==> src/rtl/spi_slave_if.sv <==
// rtl/spi_slave_if.sv - SPI pin bundle between the on-board master and spi_slave
interface spi_slave_if;
    logic spi_clk;
    logic spi_cs;
    logic spi_mosi;
    logic spi_miso;

    modport master (output spi_clk, output spi_cs, output spi_mosi, input spi_miso);
    modport slave  (input spi_clk, input spi_cs, input spi_mosi, output spi_miso);
endinterface

==> src/rtl/spi_slave.sv <==
// rtl/spi_slave.sv - oversampled SPI mode-0 responder: RX_BITS command in, TX_BITS response out
// Optional abort reporting (frame_err) enabled by macro SPI_SLAVE_ABORT_EN.
module spi_slave #(
    parameter int RX_BITS = 8,
    parameter int TX_BITS = 8
) (
    input  logic               clk,
    input  logic               reset_n,
    spi_slave_if.slave         spi,
    output logic [RX_BITS-1:0] rx_data,
    output logic               rx_stb,
    input  logic [TX_BITS-1:0] tx_data,
    output logic               tx_done,
    output logic               busy
`ifdef SPI_SLAVE_ABORT_EN
    ,
    output logic               frame_err
`endif
);
    localparam int MAX_BITS = (RX_BITS > TX_BITS) ? RX_BITS : TX_BITS;
    localparam int CW       = $clog2(MAX_BITS + 1);

    typedef enum logic [2:0] {IDLE, RX, TX_WAIT, TX, DONE} state_t;

    logic [2:0]         sck_sync_q, sck_sync_d;
    logic [1:0]         cs_sync_q, cs_sync_d;
    logic [1:0]         mosi_sync_q, mosi_sync_d;
    state_t             state_q, state_d;
    logic [CW-1:0]      cnt_q, cnt_d, cnt_inc;
    logic [RX_BITS-1:0] rx_sr_q, rx_sr_d;
    logic [TX_BITS-1:0] tx_sr_q, tx_sr_d;
    logic [RX_BITS-1:0] rx_data_q, rx_data_d;
    logic               rx_stb_q, rx_stb_d;
    logic               tx_done_q, tx_done_d;
    logic               busy_q, busy_d;
`ifdef SPI_SLAVE_ABORT_EN
    logic               frame_err_q, frame_err_d;
`endif

    logic sck_rise, sck_fall, cs_n, mosi;

    assign sck_rise = sck_sync_q[1] & ~sck_sync_q[2];
    assign sck_fall = ~sck_sync_q[1] & sck_sync_q[2];
    assign cs_n     = cs_sync_q[1];
    assign mosi     = mosi_sync_q[1];
    assign cnt_inc  = cnt_q + CW'(1);

    // MISO is the MSB of the tx shift register; it is cleared whenever the line must idle low.
    assign spi.spi_miso = tx_sr_q[TX_BITS-1];
    assign rx_data      = rx_data_q;
    assign rx_stb       = rx_stb_q;
    assign tx_done      = tx_done_q;
    assign busy         = busy_q;
`ifdef SPI_SLAVE_ABORT_EN
    assign frame_err    = frame_err_q;
`endif

    always_comb begin
        sck_sync_d  = {sck_sync_q[1:0], spi.spi_clk};
        cs_sync_d   = {cs_sync_q[0], spi.spi_cs};
        mosi_sync_d = {mosi_sync_q[0], spi.spi_mosi};
        state_d     = state_q;
        cnt_d       = cnt_q;
        rx_sr_d     = rx_sr_q;
        tx_sr_d     = tx_sr_q;
        rx_data_d   = rx_data_q;
        rx_stb_d    = 1'b0;
        tx_done_d   = 1'b0;
        busy_d      = busy_q;
`ifdef SPI_SLAVE_ABORT_EN
        frame_err_d = 1'b0;
`endif
        // CS release outranks any SCK edge seen in the same cycle.
        if (state_q != IDLE && cs_n) begin
            state_d = IDLE;
            busy_d  = 1'b0;
            cnt_d   = '0;
            tx_sr_d = '0;
`ifdef SPI_SLAVE_ABORT_EN
            frame_err_d = (state_q == RX) || (state_q == TX_WAIT) || (state_q == TX);
`endif
        end else begin
            case (state_q)
                IDLE: begin
                    if (!cs_n) begin
                        state_d = RX;
                        cnt_d   = '0;
                        busy_d  = 1'b1;
                    end
                end
                RX: begin
                    if (sck_rise) begin
                        // Place each bit by position so a full frame overwrites every bit.
                        for (int i = 0; i < RX_BITS; i++) begin
                            if (cnt_q == CW'(RX_BITS - 1 - i)) rx_sr_d[i] = mosi;
                        end
                        cnt_d = cnt_inc;
                        if (cnt_inc == CW'(RX_BITS)) begin
                            rx_data_d = rx_sr_d;
                            rx_stb_d  = 1'b1;
                            cnt_d     = '0;
                            state_d   = TX_WAIT;
                        end
                    end
                end
                TX_WAIT: begin
                    if (sck_fall) begin
                        tx_sr_d = tx_data;
                        state_d = TX;
                    end
                end
                TX: begin
                    if (sck_rise) begin
                        cnt_d = cnt_inc;
                        if (cnt_inc == CW'(TX_BITS)) begin
                            tx_done_d = 1'b1;
                            tx_sr_d   = '0;
                            state_d   = DONE;
                        end
                    end else if (sck_fall) begin
                        tx_sr_d[0] = 1'b0;
                        for (int i = 1; i < TX_BITS; i++) tx_sr_d[i] = tx_sr_q[i-1];
                    end
                end
                DONE: begin
                end
                default: state_d = IDLE;
            endcase
        end
    end

    always_ff @(posedge clk or negedge reset_n) begin
        if (!reset_n) begin
            sck_sync_q  <= '0;
            cs_sync_q   <= '1;
            mosi_sync_q <= '0;
            state_q     <= IDLE;
            cnt_q       <= '0;
            rx_sr_q     <= '0;
            tx_sr_q     <= '0;
            rx_data_q   <= '0;
            rx_stb_q    <= 1'b0;
            tx_done_q   <= 1'b0;
            busy_q      <= 1'b0;
`ifdef SPI_SLAVE_ABORT_EN
            frame_err_q <= 1'b0;
`endif
        end else begin
            sck_sync_q  <= sck_sync_d;
            cs_sync_q   <= cs_sync_d;
            mosi_sync_q <= mosi_sync_d;
            state_q     <= state_d;
            cnt_q       <= cnt_d;
            rx_sr_q     <= rx_sr_d;
            tx_sr_q     <= tx_sr_d;
            rx_data_q   <= rx_data_d;
            rx_stb_q    <= rx_stb_d;
            tx_done_q   <= tx_done_d;
            busy_q      <= busy_d;
`ifdef SPI_SLAVE_ABORT_EN
            frame_err_q <= frame_err_d;
`endif
        end
    end
endmodule

==> src/flat_wrapper.sv <==
// flat-port wrapper written by rule: the top's interface ports become plain ports
module spi_slave_flat 
#(
    parameter int RX_BITS = 8,
    parameter int TX_BITS = 8
)
  (clk, reset_n, rx_data, rx_stb, tx_data, tx_done, busy, spi_spi_clk, spi_spi_cs, spi_spi_mosi, spi_spi_miso);
  spi_slave_if spi_i ();
  input  logic clk;
  input  logic reset_n;
  output logic [RX_BITS-1:0] rx_data;
  output logic rx_stb;
  input  logic [TX_BITS-1:0] tx_data;
  output logic tx_done;
  output logic busy;
  input wire logic [$bits(spi_i.spi_clk)-1:0] spi_spi_clk;
  input wire logic [$bits(spi_i.spi_cs)-1:0] spi_spi_cs;
  input wire logic [$bits(spi_i.spi_mosi)-1:0] spi_spi_mosi;
  output wire logic [$bits(spi_i.spi_miso)-1:0] spi_spi_miso;
  assign spi_i.spi_clk = spi_spi_clk;
  assign spi_i.spi_cs = spi_spi_cs;
  assign spi_i.spi_mosi = spi_spi_mosi;
  assign spi_spi_miso = spi_i.spi_miso;
  spi_slave #(.RX_BITS(RX_BITS), .TX_BITS(TX_BITS)) u_core (.clk(clk), .reset_n(reset_n), .spi(spi_i), .rx_data(rx_data), .rx_stb(rx_stb), .tx_data(tx_data), .tx_done(tx_done), .busy(busy));
endmodule
==> config.mk <==
export PLATFORM = sky130hd
export DESIGN_NAME = spi_slave_flat
export DESIGN_NICKNAME = d
export VERILOG_FILES = /design/src/rtl/spi_slave_if.sv /design/src/rtl/spi_slave.sv /design/src/flat_wrapper.sv
export SDC_FILE = /design/constraint.sdc
export NUM_CORES = 1
export LEC_CHECK = 0
export ABC_CLOCK_PERIOD_IN_PS = 2400
export CAP_MARGIN = 20
export CORE_MARGIN = 1
export CORE_UTILIZATION = 50
export CTS_CLUSTER_DIAMETER = 200
export DETAILED_ROUTE_END_ITERATION = 10
export PLACE_DENSITY = 0.74
export RECOVER_POWER = 100
export SYNTH_ARGS = -nofsm -noshare
export SYNTH_HDL_FRONTEND = slang
export SYNTH_SLANG_ARGS = --single-unit
==> constraint.sdc <==
create_clock -name clk -period 2.4 [get_ports clk]
set_input_delay 0.6 -clock clk [delete_from_list [all_inputs] [get_ports clk]]
set_output_delay 0.6 -clock clk [all_outputs]
set_load 0.03 [all_outputs]
==> impl_metrics.yaml <==
run_status:
  status: "completed"
power_and_ir_drop:
  p_per_area_nw_per_um2: 884
  vdd_ir_drop_max_mv: 0.485
  power_leakage_nw: 1.15
place:
  pre_cts_ws_ns: 0.179
  port-buffer-count: 24
  hpwlAfterDp_um: 2940
  gp_congestion: 0.849
sta:
  clock-skew-final_ns: 0.00515
  final.min_clock_period_ns: 2.25
  worst_slack_ns: 0.153
  final-setup-viol-count: 0
  final.period_utilization_pct: 93.6
  max_clock_freq_mhz: 445
  hold_viol: 0
  rsz0062_at_grt: "false"
  worst-slew-pin-transition_ns: 1.11
  slew_headroom_pct: 26.1
  hold-worst-slack_ns: 0.353
  fin_tns_setup_ns: 0
  maxSlewViolCount: 0
cts:
  cts_tree: "built"
  cts_resized: 0
  root_buffer: "clkbuf_8"
  postCtsSetupBuffers: 0
  clkTransAtPathRegs_ns: 0.08
  cts-htree-levels: 2
  insertion_delay_ns: 0.30
  clk_path_buf_depth: 2
  postCtsHoldBufs: 0
  cts_made_buffers: 5
  cts_sinks: 41
critical_path:
  critPathLaunchType: "flip-flop"
  crit_type: "reg -> reg"
  cp-end-kind: "flip-flop"
  required_ns: 2.58
  crit_start: "u_core.state_q[2]$_DFFE_PN0P_"
  critPathArrivalTime_ns: 2.43
  worstPathMaxFanout: 9
  r2r_start: "u_core.state_q[2]$_DFFE_PN0P_"
floorplanning:
  num_rows: 23
  fp.dieW_um: 66.8
  die_h_um: 66.8
  io_pins: 25
  design.core.area_um2: 4030
  die_area_um2: 4470
  initial_core_util_pct: 52.2
worst_hold_path:
  hp-class: "reg -> reg"
  min_from: "u_core.sck_sync_q[0]$_DFF_PN0_"
synth:
  synthCells: 189
  yosys.area.top_type: "dfrtp_1"
  synth_area_leaders: "dfrtp_1, mux2_2, ha_1"
  synth_area_per_cell_um2: 11.1
  mappedNetlistArea_um2: 2100
  ys_warn_count: 0
  ys.flop_type: "dfrtp_1"
  synth_top_area_share_pct: 46.4
  synthArstFlopShare_pct: 100
  yosysUniqueCellTypes: 41
  synth_seq_area_share_pct: 48.9
  synth-edff-count: 0
  synth_nets: 210
  synth_seq_cells: 41
detailed_routing:
  drt_iter0_drc: 70
  first_pass_iters: 6
  routed_wl_um: 3950
  wire_per_inst_um: 14.6
  drtAntennaViolNets: 0
  num_vias: 1524
  post_drt_via_cell_ratio: 5.64
  drc: 0
layout:
  fill_cells: 351
  diodes: 0
  drive_gt1_share_pct: 16.8
  layout_common_cells: "dfrtp_1, nand2_1, nor2_1"
  final_common_cell: "dfrtp_1"
  area_delta_synth_final_pct: 19.0
  nNetsFinal: 240
run:
  max_cap_viol_count: 0
global_routing:
  grt_pass1_wl_um: 6730
  antenna_found_initial: 0
  grt_max_degree: 21
  grt_usage_pct: 20.6
  grt_overflow: 0
  grt_pass1_vias: 1473
registers in the layout (all words and copies together) (netlist names), 2 cells and up:
| signal | flops |
|---|---|
| u_core.rx_data | 8 |
| u_core.cnt_q | 4 |
| u_core.state_q | 3 |
| u_core.cs_sync_q | 2 |
| u_core.mosi_sync_q | 2 |
| u_core.rx_sr_q | 8 |
| u_core.tx_sr_q | 8 |
| u_core.sck_sync_q | 3 |
critical path, stage by stage (launching register included):
cell and delay (ns):
dfrtp_1 0.47, inv_1 0.15, nand2_1 0.08, ha_1 0.19, or3b_1 0.52, nor3b_2 0.34
nand2_1 0.10, mux2_2 0.27
kinds of logic after synthesis:
family	Yosys count	share of synthesized area [%]
AND/OR/NAND/NOR	60	14.5
AO/OA/AOI/OAI	41	15.7
flip-flops	41	48.9
multiplexers	24	12.3
buffers and inverters	15	3.81
adder cells (fa/ha/maj)	8	4.76
cell type report:
class                      instances  area (µm²)  share of cell area [%]
sequential                        41        1030                    41.1
clock inverter                     3        46.3                    1.85
clock buffer                       5        68.8                    2.75
tap                               50        62.6                    2.50
inverter                           7        26.3                    1.05
timing repair buffer              31         275                    11.0
multi-input combinational        133         993                    39.7
report_power, final:
part	switching [mW]	internal, mW	total (mW)	leakage, nW
Sequential	0.110	0.834	0.945	0.530
Combinational	0.379	0.324	0.704	0.566
Clock	0.252	0.311	0.564	0.0543
Total	0.742	1.47	2.21	1.15
synth_stat cells (2+ instances only):
library cell / instances
o21ai_0: 3
nor3b_1: 2
buf_6: 3
ha_1: 8
nand2_1: 23
nor2b_1: 2
inv_1: 7
mux2_2: 15
a21oi_1: 9
nand2b_1: 2
a21oi_2: 2
nor2_1: 17
dfstp_2: 2
dfrtp_1: 39
a32o_1: 2
mux2i_1: 9
nand3_1: 3
and2_1: 2
o21a_1: 2
a22o_1: 8
clkbuf_1: 4
nand3b_1: 2
o2bb2ai_1: 3
a21o_1: 3
per-layer routing:
| layer | vias to the layer above | global-route usage, % | share of wire [%] |
|---|---|---|---|
| met5 | - | 0 | 0 |
| met4 | 0 | 8.51 | 1.6 |
| met1 | 751 | 27.2 | 46 |
| met2 | 31 | 32.2 | 49 |
| li1 | 735 | - | - |
| met3 | 7 | 4.79 | 3.4 |
worst paths after layout:
kind,endpoint,slack [ns],cells after the start
min in group asynchronous,u_core.cnt_q[2]$_DFFE_PN0P_,0.49,1
min reg2reg,u_core.sck_sync_q[1]$_DFF_PN0_,0.35,0
min,u_core.sck_sync_q[1]$_DFF_PN0_,0.35,0
max in group asynchronous,u_core.tx_sr_q[4]$_DFFE_PN0P_,0.70,2
max reg2reg,u_core.rx_sr_q[0]$_DFFE_PN0P_,0.15,7
max,u_core.rx_sr_q[0]$_DFFE_PN0P_,0.15,7
through the flow:
stage / power [mW] / cells / instance area, µm² / utilization [%]
3_5_place_dp: 1.68 / 262 / 2400 / 59.5
5_1_grt: 2.35 / 270 / 2500 / 62.1
6_report: 2.21 / 270 / 2500 / 62.1
3_3_place_gp: 1.64 / 262 / 2400 / 59.5
4_1_cts: 2.24 / 270 / 2510 / 62.4
2_1_floorplan: 1.47 / 189 / 2100 / -
No activity file was read; power rests on OpenSTA's default activity.
